## config.mk

```make
export PLATFORM = sky130hd
export DESIGN_NAME = fifo_rd_ctrl_flat
export DESIGN_NICKNAME = d
export VERILOG_FILES = /design/src/rtl/fifo_rd_ctrl_if.sv /design/src/rtl/fifo_rd_ctrl.sv /design/src/flat_wrapper.sv
export SDC_FILE = /design/constraint.sdc
export NUM_CORES = 1
export LEC_CHECK = 0
export BUFFER_PORTS_ARGS = -buffer_cell sky130_fd_sc_hd__buf_4
export CAP_MARGIN = 30
export CORE_ASPECT_RATIO = 1.25
export CORE_UTILIZATION = 50
export DETAILED_ROUTE_END_ITERATION = 10
export GPL_TIMING_DRIVEN = 0
export PLACE_DENSITY = 0.75
export SYNTH_ARGS = -nofsm -noshare
export SYNTH_HDL_FRONTEND = slang
export SYNTH_SLANG_ARGS = --single-unit
```

## constraint.sdc

```tcl
create_clock -name r_clk -period 2.6 [get_ports r_clk]
set_input_delay 0.13 -clock r_clk [delete_from_list [all_inputs] [get_ports r_clk]]
set_output_delay 0.13 -clock r_clk [all_outputs]
set_load 0.01 [all_outputs]
```

## src/rtl/fifo_rd_ctrl_if.sv

```systemverilog
// FIFO read-port and output-stream signal bundle for fifo_rd_ctrl.
// master = the read controller, slave = the FIFO plus downstream consumer.
interface fifo_rd_ctrl_if #(
  parameter int WIDTH = 8
);
  logic             rd_en;
  logic [WIDTH-1:0] rdata;
  logic             empty;
  logic             underflow;
  logic             m_valid;
  logic [WIDTH-1:0] m_data;
  logic             m_ready;

  modport master (
    output rd_en, m_valid, m_data,
    input  rdata, empty, underflow, m_ready
  );

  modport slave (
    input  rd_en, m_valid, m_data,
    output rdata, empty, underflow, m_ready
  );
endinterface

```

## src/rtl/fifo_rd_ctrl.sv

```systemverilog
// Drains len words from a FIFO read port onto a valid/ready stream via a 2-entry prefetch buffer.
// Optional consecutive-empty timeout is enabled by defining FIFO_RD_TIMEOUT_EN.
module fifo_rd_ctrl #(
  parameter int WIDTH     = 8,
  parameter int LEN_WIDTH = 8,
  parameter int TIMEOUT   = 255
) (
  input  logic                 r_clk,
  input  logic                 rst,
  input  logic                 start,
  input  logic [LEN_WIDTH-1:0] len,
  output logic                 busy,
  output logic                 done,
  output logic                 err_underflow,
  output logic                 timeout,
  fifo_rd_ctrl_if.master       bus
);

  typedef enum logic [1:0] {
    IDLE  = 2'd0,
    RUN   = 2'd1,
    DRAIN = 2'd2
  } state_t;

  localparam logic [LEN_WIDTH-1:0] LEN_ZERO = {LEN_WIDTH{1'b0}};
  localparam logic [LEN_WIDTH-1:0] LEN_ONE  = {{(LEN_WIDTH-1){1'b0}}, 1'b1};

  state_t               state_r;
  state_t               state_s;
  logic [LEN_WIDTH-1:0] remaining_r;
  logic [1:0]           occ_r;
  logic                 inflight_r;
  logic [WIDTH-1:0]     buf0_r;
  logic [WIDTH-1:0]     buf1_r;
  logic                 done_r;
  logic                 err_r;
  logic                 pop_s;
  logic                 rd_en_s;
  logic                 to_hit_s;
  logic                 accept_s;

  // Read issue: never let buffered + in-flight words exceed the two buffer slots.
  always_comb begin
    pop_s    = (occ_r != 2'd0) && bus.m_ready;
    accept_s = (state_r == IDLE) && start;
    rd_en_s  = (state_r == RUN) && !bus.empty && (remaining_r != LEN_ZERO) &&
               (({1'b0, occ_r} + {2'b00, inflight_r}) < (3'd2 + {2'b00, pop_s}));
  end

`ifdef FIFO_RD_TIMEOUT_EN
  localparam int TO_W = $clog2(TIMEOUT + 1);
  localparam logic [TO_W-1:0] TO_LAST = TO_W'(TIMEOUT - 1);
  localparam logic [TO_W-1:0] TO_ONE  = TO_W'(1);

  logic [TO_W-1:0] to_cnt_r;
  logic            timeout_r;

  // Timeout fires on the TIMEOUT-th consecutive empty cycle while reads are still owed.
  always_comb begin
    to_hit_s = (state_r == RUN) && (remaining_r != LEN_ZERO) && bus.empty &&
               (to_cnt_r == TO_LAST);
  end

  // Consecutive-empty counter and sticky timeout flag.
  always_ff @(posedge r_clk or negedge rst) begin
    if (!rst) begin
      to_cnt_r  <= {TO_W{1'b0}};
      timeout_r <= 1'b0;
    end else begin
      if (accept_s) begin
        timeout_r <= 1'b0;
      end else if (to_hit_s) begin
        timeout_r <= 1'b1;
      end
      if ((state_r == RUN) && (remaining_r != LEN_ZERO) && bus.empty && !to_hit_s) begin
        to_cnt_r <= to_cnt_r + TO_ONE;
      end else begin
        to_cnt_r <= {TO_W{1'b0}};
      end
    end
  end

  assign timeout = timeout_r;
`else
  // Without the timeout feature RUN simply waits on empty.
  always_comb begin
    to_hit_s = 1'b0;
  end

  assign timeout = 1'b0;
`endif

  // Next-state logic.
  always_comb begin
    state_s = state_r;
    case (state_r)
      IDLE: begin
        if (start && (len != LEN_ZERO)) state_s = RUN;
        else                            state_s = IDLE;
      end
      RUN: begin
        if (to_hit_s || (rd_en_s && (remaining_r == LEN_ONE))) state_s = DRAIN;
        else                                                     state_s = RUN;
      end
      DRAIN: begin
        if (!inflight_r && (occ_r == 2'd0)) state_s = IDLE;
        else                                state_s = DRAIN;
      end
      default: state_s = IDLE;
    endcase
  end

  // State, remaining count, in-flight flag, done pulse and sticky underflow error.
  always_ff @(posedge r_clk or negedge rst) begin
    if (!rst) begin
      state_r     <= IDLE;
      remaining_r <= LEN_ZERO;
      inflight_r  <= 1'b0;
      done_r      <= 1'b0;
      err_r       <= 1'b0;
    end else begin
      state_r    <= state_s;
      inflight_r <= rd_en_s;
      done_r     <= (accept_s && (len == LEN_ZERO)) ||
                    ((state_r == DRAIN) && (state_s == IDLE));
      if (accept_s) begin
        remaining_r <= len;
      end else if (to_hit_s) begin
        remaining_r <= LEN_ZERO;
      end else if (rd_en_s) begin
        remaining_r <= remaining_r - LEN_ONE;
      end
      if (accept_s) begin
        err_r <= 1'b0;
      end else if ((state_r != IDLE) && bus.underflow) begin
        err_r <= 1'b1;
      end
    end
  end

  // Prefetch buffer: buf0 is always the head; a capture lands behind whatever survives the pop.
  always_ff @(posedge r_clk or negedge rst) begin
    if (!rst) begin
      occ_r  <= 2'd0;
      buf0_r <= {WIDTH{1'b0}};
      buf1_r <= {WIDTH{1'b0}};
    end else begin
      case ({inflight_r, pop_s})
        2'b10: begin
          if (occ_r == 2'd0) buf0_r <= bus.rdata;
          else               buf1_r <= bus.rdata;
          occ_r <= occ_r + 2'd1;
        end
        2'b01: begin
          buf0_r <= buf1_r;
          occ_r  <= occ_r - 2'd1;
        end
        2'b11: begin
          if (occ_r == 2'd1) begin
            buf0_r <= bus.rdata;
          end else begin
            buf0_r <= buf1_r;
            buf1_r <= bus.rdata;
          end
        end
        default: begin
          occ_r <= occ_r;
        end
      endcase
    end
  end

  assign busy          = (state_r != IDLE);
  assign done          = done_r;
  assign err_underflow = err_r;
  assign bus.rd_en     = rd_en_s;
  assign bus.m_valid   = (occ_r != 2'd0);
  assign bus.m_data    = buf0_r;

endmodule

```

## src/flat_wrapper.sv

```systemverilog
// flat-port wrapper written by rule: the top's interface ports become plain ports
module fifo_rd_ctrl_flat 
#(
  parameter int WIDTH     = 8,
  parameter int LEN_WIDTH = 8,
  parameter int TIMEOUT   = 255
)
  (r_clk, rst, start, len, busy, done, err_underflow, timeout, bus_rd_en, bus_m_valid, bus_m_data, bus_rdata, bus_empty, bus_underflow, bus_m_ready);
  fifo_rd_ctrl_if #(.WIDTH(WIDTH)) bus_i ();
  input  logic r_clk;
  input  logic rst;
  input  logic start;
  input  logic [LEN_WIDTH-1:0] len;
  output logic busy;
  output logic done;
  output logic err_underflow;
  output logic timeout;
  output wire logic [$bits(bus_i.rd_en)-1:0] bus_rd_en;
  output wire logic [$bits(bus_i.m_valid)-1:0] bus_m_valid;
  output wire logic [$bits(bus_i.m_data)-1:0] bus_m_data;
  input wire logic [$bits(bus_i.rdata)-1:0] bus_rdata;
  input wire logic [$bits(bus_i.empty)-1:0] bus_empty;
  input wire logic [$bits(bus_i.underflow)-1:0] bus_underflow;
  input wire logic [$bits(bus_i.m_ready)-1:0] bus_m_ready;
  assign bus_rd_en = bus_i.rd_en;
  assign bus_m_valid = bus_i.m_valid;
  assign bus_m_data = bus_i.m_data;
  assign bus_i.rdata = bus_rdata;
  assign bus_i.empty = bus_empty;
  assign bus_i.underflow = bus_underflow;
  assign bus_i.m_ready = bus_m_ready;
  fifo_rd_ctrl #(.WIDTH(WIDTH), .LEN_WIDTH(LEN_WIDTH), .TIMEOUT(TIMEOUT)) u_core (.r_clk(r_clk), .rst(rst), .start(start), .len(len), .busy(busy), .done(done), .err_underflow(err_underflow), .timeout(timeout), .bus(bus_i));
endmodule
```

==> impl_metrics.env <==
export IMPL_clockBufferDepth=2
export IMPL_ys_warn_count=0
export IMPL_p_leak_nw=0.945
export IMPL_routed_wl_mm=3.51
export IMPL_grt_pass1_wl_mm=5.98
export IMPL_syn_avg_cell_area_um2=10.1
export IMPL_die_area_um2=3570
export IMPL_syn_nets=197
export IMPL_drive_gt1_share_pct=27.5
export IMPL_cts_root_buf="clkbuf_8"
export IMPL_drt_initial_drc_count=38
export IMPL_layout_commonest_cell="buf_4"
export IMPL_final_max_slew_violation_count=0
export IMPL_power_share_clock_pct=15.8
export IMPL_max_slew_margin_pct=52.8
export IMPL_period_needed_ps=2390
export IMPL_post_cts_buffers=0
export IMPL_die_x_um=53.7
export IMPL_finalSetupTns_ps=0
export IMPL_grt_max_degree=32
export IMPL_rsz0062_at_grt="false"
export IMPL_synth_area_um2=1670
export IMPL_grt_util_all_layers_pct=23.5
export IMPL_ys_types=43
export IMPL_p_comb_share_pct=47.0
export IMPL_ant_nets=0
export IMPL_coreArea_um2=3190
export IMPL_die_y_um=66.6
export IMPL_dp_cells=236
export IMPL_hold_viol_final=0
export IMPL_finalNetCount=239
export IMPL_fmax_mhz=419
export IMPL_cts_made_buffers=5
export IMPL_dpl_cell_area_um2=1970
export IMPL_start_util_pct=52.2
export IMPL_period_share_pct=91.8
export IMPL_power_per_cell_area_nw_per_um2=1150
export IMPL_rows=23
export IMPL_internal_power_mw=1.45
export IMPL_fillers=281
export IMPL_cts_tree="built"
export IMPL_finalWeightedCongestion=0.869
export IMPL_cap_violations=0
export IMPL_synthCells=165
export IMPL_hold_worst_slack_ps=75.6
export IMPL_place_hpwl_mm=2.73
export IMPL_worst_setup_path_end_kind="register"
export IMPL_worstPathMaxFanout=8
export IMPL_design_area_um2=2070
export IMPL_run_status="completed"
export IMPL_insertion_delay_ps=280
export IMPL_hp_start="len[1]"
export IMPL_top_level_ports=36
export IMPL_clock_skew_ps=3.80
export IMPL_ys_async_sr_fraction_pct=100
export IMPL_worstPathArrival_ps=2550
export IMPL_crit_path_start="u_core.occ_r[0]"
export IMPL_critPathLaunchType="register"
export IMPL_p_sw_uw=929
export IMPL_critPathKind="reg -> reg"
export IMPL_p_seq_share_pct=37.1
export IMPL_dr_total_vias=1419
export IMPL_sw_frac_of_total_pct=39.1
export IMPL_post_drt_wl_per_cell_um=14.4
export IMPL_portBuffers=34
export IMPL_overflow=0
export IMPL_r2r_start="u_core.occ_r[0]"
export IMPL_grt_pass1_vias=1433
export IMPL_antenna_cells=0
export IMPL_min_path_type="in -> reg"
export IMPL_final_cells=244
export IMPL_setup_viol=0
export IMPL_cts_sinks=31
export IMPL_path_clk_slew_ps=60
export IMPL_synth_seq_cells=31
export IMPL_synth_edf_count=0
export IMPL_worst_pin_slew_ps=705
export IMPL_h_tree_depth=2
export IMPL_viasPerCell=5.82
export IMPL_drt_pass1_iterations=4
export IMPL_seq_area_frac_synth_pct=46.5
export IMPL_max_vdd_ir_drop_mv=0.619
export IMPL_syn_to_final_growth_pct=23.9
export IMPL_synth_main_ff_cell="dfrtp_1"
export IMPL_antenna_found_initial=0
export IMPL_layout_common_cells="buf_4, dfrtp_1, nand2_1"
export IMPL_route_detailed_drc=0
export IMPL_cp_required_ps=2760
==> synth_stat cells, types with 2 or more instances <==
library cell | n | area (um^2)
xnor2_1 | 2 | 17.5
mux2_2 | 8 | 90.1
inv_1 | 12 | 45.0
clkbuf_1 | 2 | 7.51
dfrtp_1 | 31 | 776
o21ai_0 | 16 | 80.1
a31oi_1 | 3 | 18.8
o211ai_1 | 5 | 37.5
a21oi_1 | 3 | 15.0
a22oi_1 | 8 | 60.1
or3_1 | 2 | 12.5
nand3_1 | 2 | 10.0
nor3b_1 | 2 | 15.0
nor4_1 | 4 | 25.0
ha_1 | 10 | 125
or4_1 | 2 | 15.0
nand2_1 | 20 | 75.1
nor2_1 | 8 | 30.0
==> final cells by class <==
type	instances	area (um^2)	share of cell area, %
clock inverter	1	5.00	0.242
multi-input combinational	118	821	39.7
sequential	31	776	37.5
inverter	12	45.0	2.18
buffer	4	26.3	1.27
timing repair buffer	35	265	12.8
clock buffer	6	82.6	4.00
tap	37	46.3	2.24
==> layer usage <==
metal / share of wire, % / vias to the layer above / track usage, %
li1: - / 683 / -
met1: 39 / 672 / 24.0
met2: 54 / 58 / 41.0
met3: 5.1 / 6 / 6.85
met4: 1.5 / 0 / 13.5
met5: 0 / - / 0
==> worst max-delay path: stages (launching register included) <==
cell and delay [ps]:
dfrtp_1 430, inv_1 80, ha_1 230, inv_1 120, nand2_1 100, inv_1 70, ha_1 230, o211ai_1 600
mux2_2 410
==> state kept, by name, indices dropped and copies added (netlist names) <==
name                  flops
u_core.inflight_r         1
u_core.buf1_r             8
u_core.remaining_r        8
u_core.occ_r              2
u_core.state_r            2
u_core.bus.m_data         8
u_core.err_underflow      1
u_core.done               1
==> kinds of logic (layout without fill, tap and decap cells) <==
| kind of cell | Yosys count | count (layout) | share of synthesized area [%] |
|---|---|---|---|
| AND/OR/NAND/NOR | 51 | 51 | 16.9 |
| AO/OA/AOI/OAI | 46 | 46 | 18.2 |
| flip-flops | 31 | 31 | 46.5 |
| buffers and inverters | 16 | 58 | 4.28 |
| adder cells (fa/ha/maj) | 10 | 10 | 7.50 |
| multiplexers | 8 | 8 | 5.40 |
| XOR/XNOR | 2 | 2 | 1.05 |
| other | 1 | 1 | 0.225 |
==> power groups by stage <==
stage          Sequential [mW]  Combinational, mW  Clock (mW)
6_report                 0.884               1.12       0.377
5_1_grt                  0.917               1.28       0.411
4_1_cts                  0.881               1.12       0.385
3_5_place_dp             0.886               1.12           0
3_3_place_gp             0.870               1.07           0
2_1_floorplan            0.876              0.759           0
==> through the flow <==
stage               utilization, %  setup slack (ps)  power [mW]
CTS                           64.7               177        2.39
detailed placement            61.7               190        2.01
finish                        64.7               214        2.38
global placement              61.7               303        1.94
global route                  64.7              13.4        2.60
floorplan                        -               486        1.63
==> final timing paths <==
| path | end | slack (ps) | cells past startpoint |
|---|---|---|---|
| worst max-delay path | u_core.buf1_r[1] | 210 | 8 |
| worst min-delay path | u_core.remaining_r[1] | 80 | 3 |
| worst max register to register | u_core.buf1_r[1] | 210 | 8 |
| worst min register to register | u_core.bus.m_data[1] | 480 | 2 |
| max in group asynchronous | u_core.remaining_r[1] | 2000 | 2 |
| min in group asynchronous | u_core.bus.m_data[6] | 310 | 2 |
==> repair_timing <==
action                                 4_1_cts  5_1_grt
gates resized for setup                      0        1
setup endpoints to repair                    0        8
endpoints found under the hold margin       31        0
hold buffers                                 1        0
Note: power is estimated with default switching activity, not from simulation.
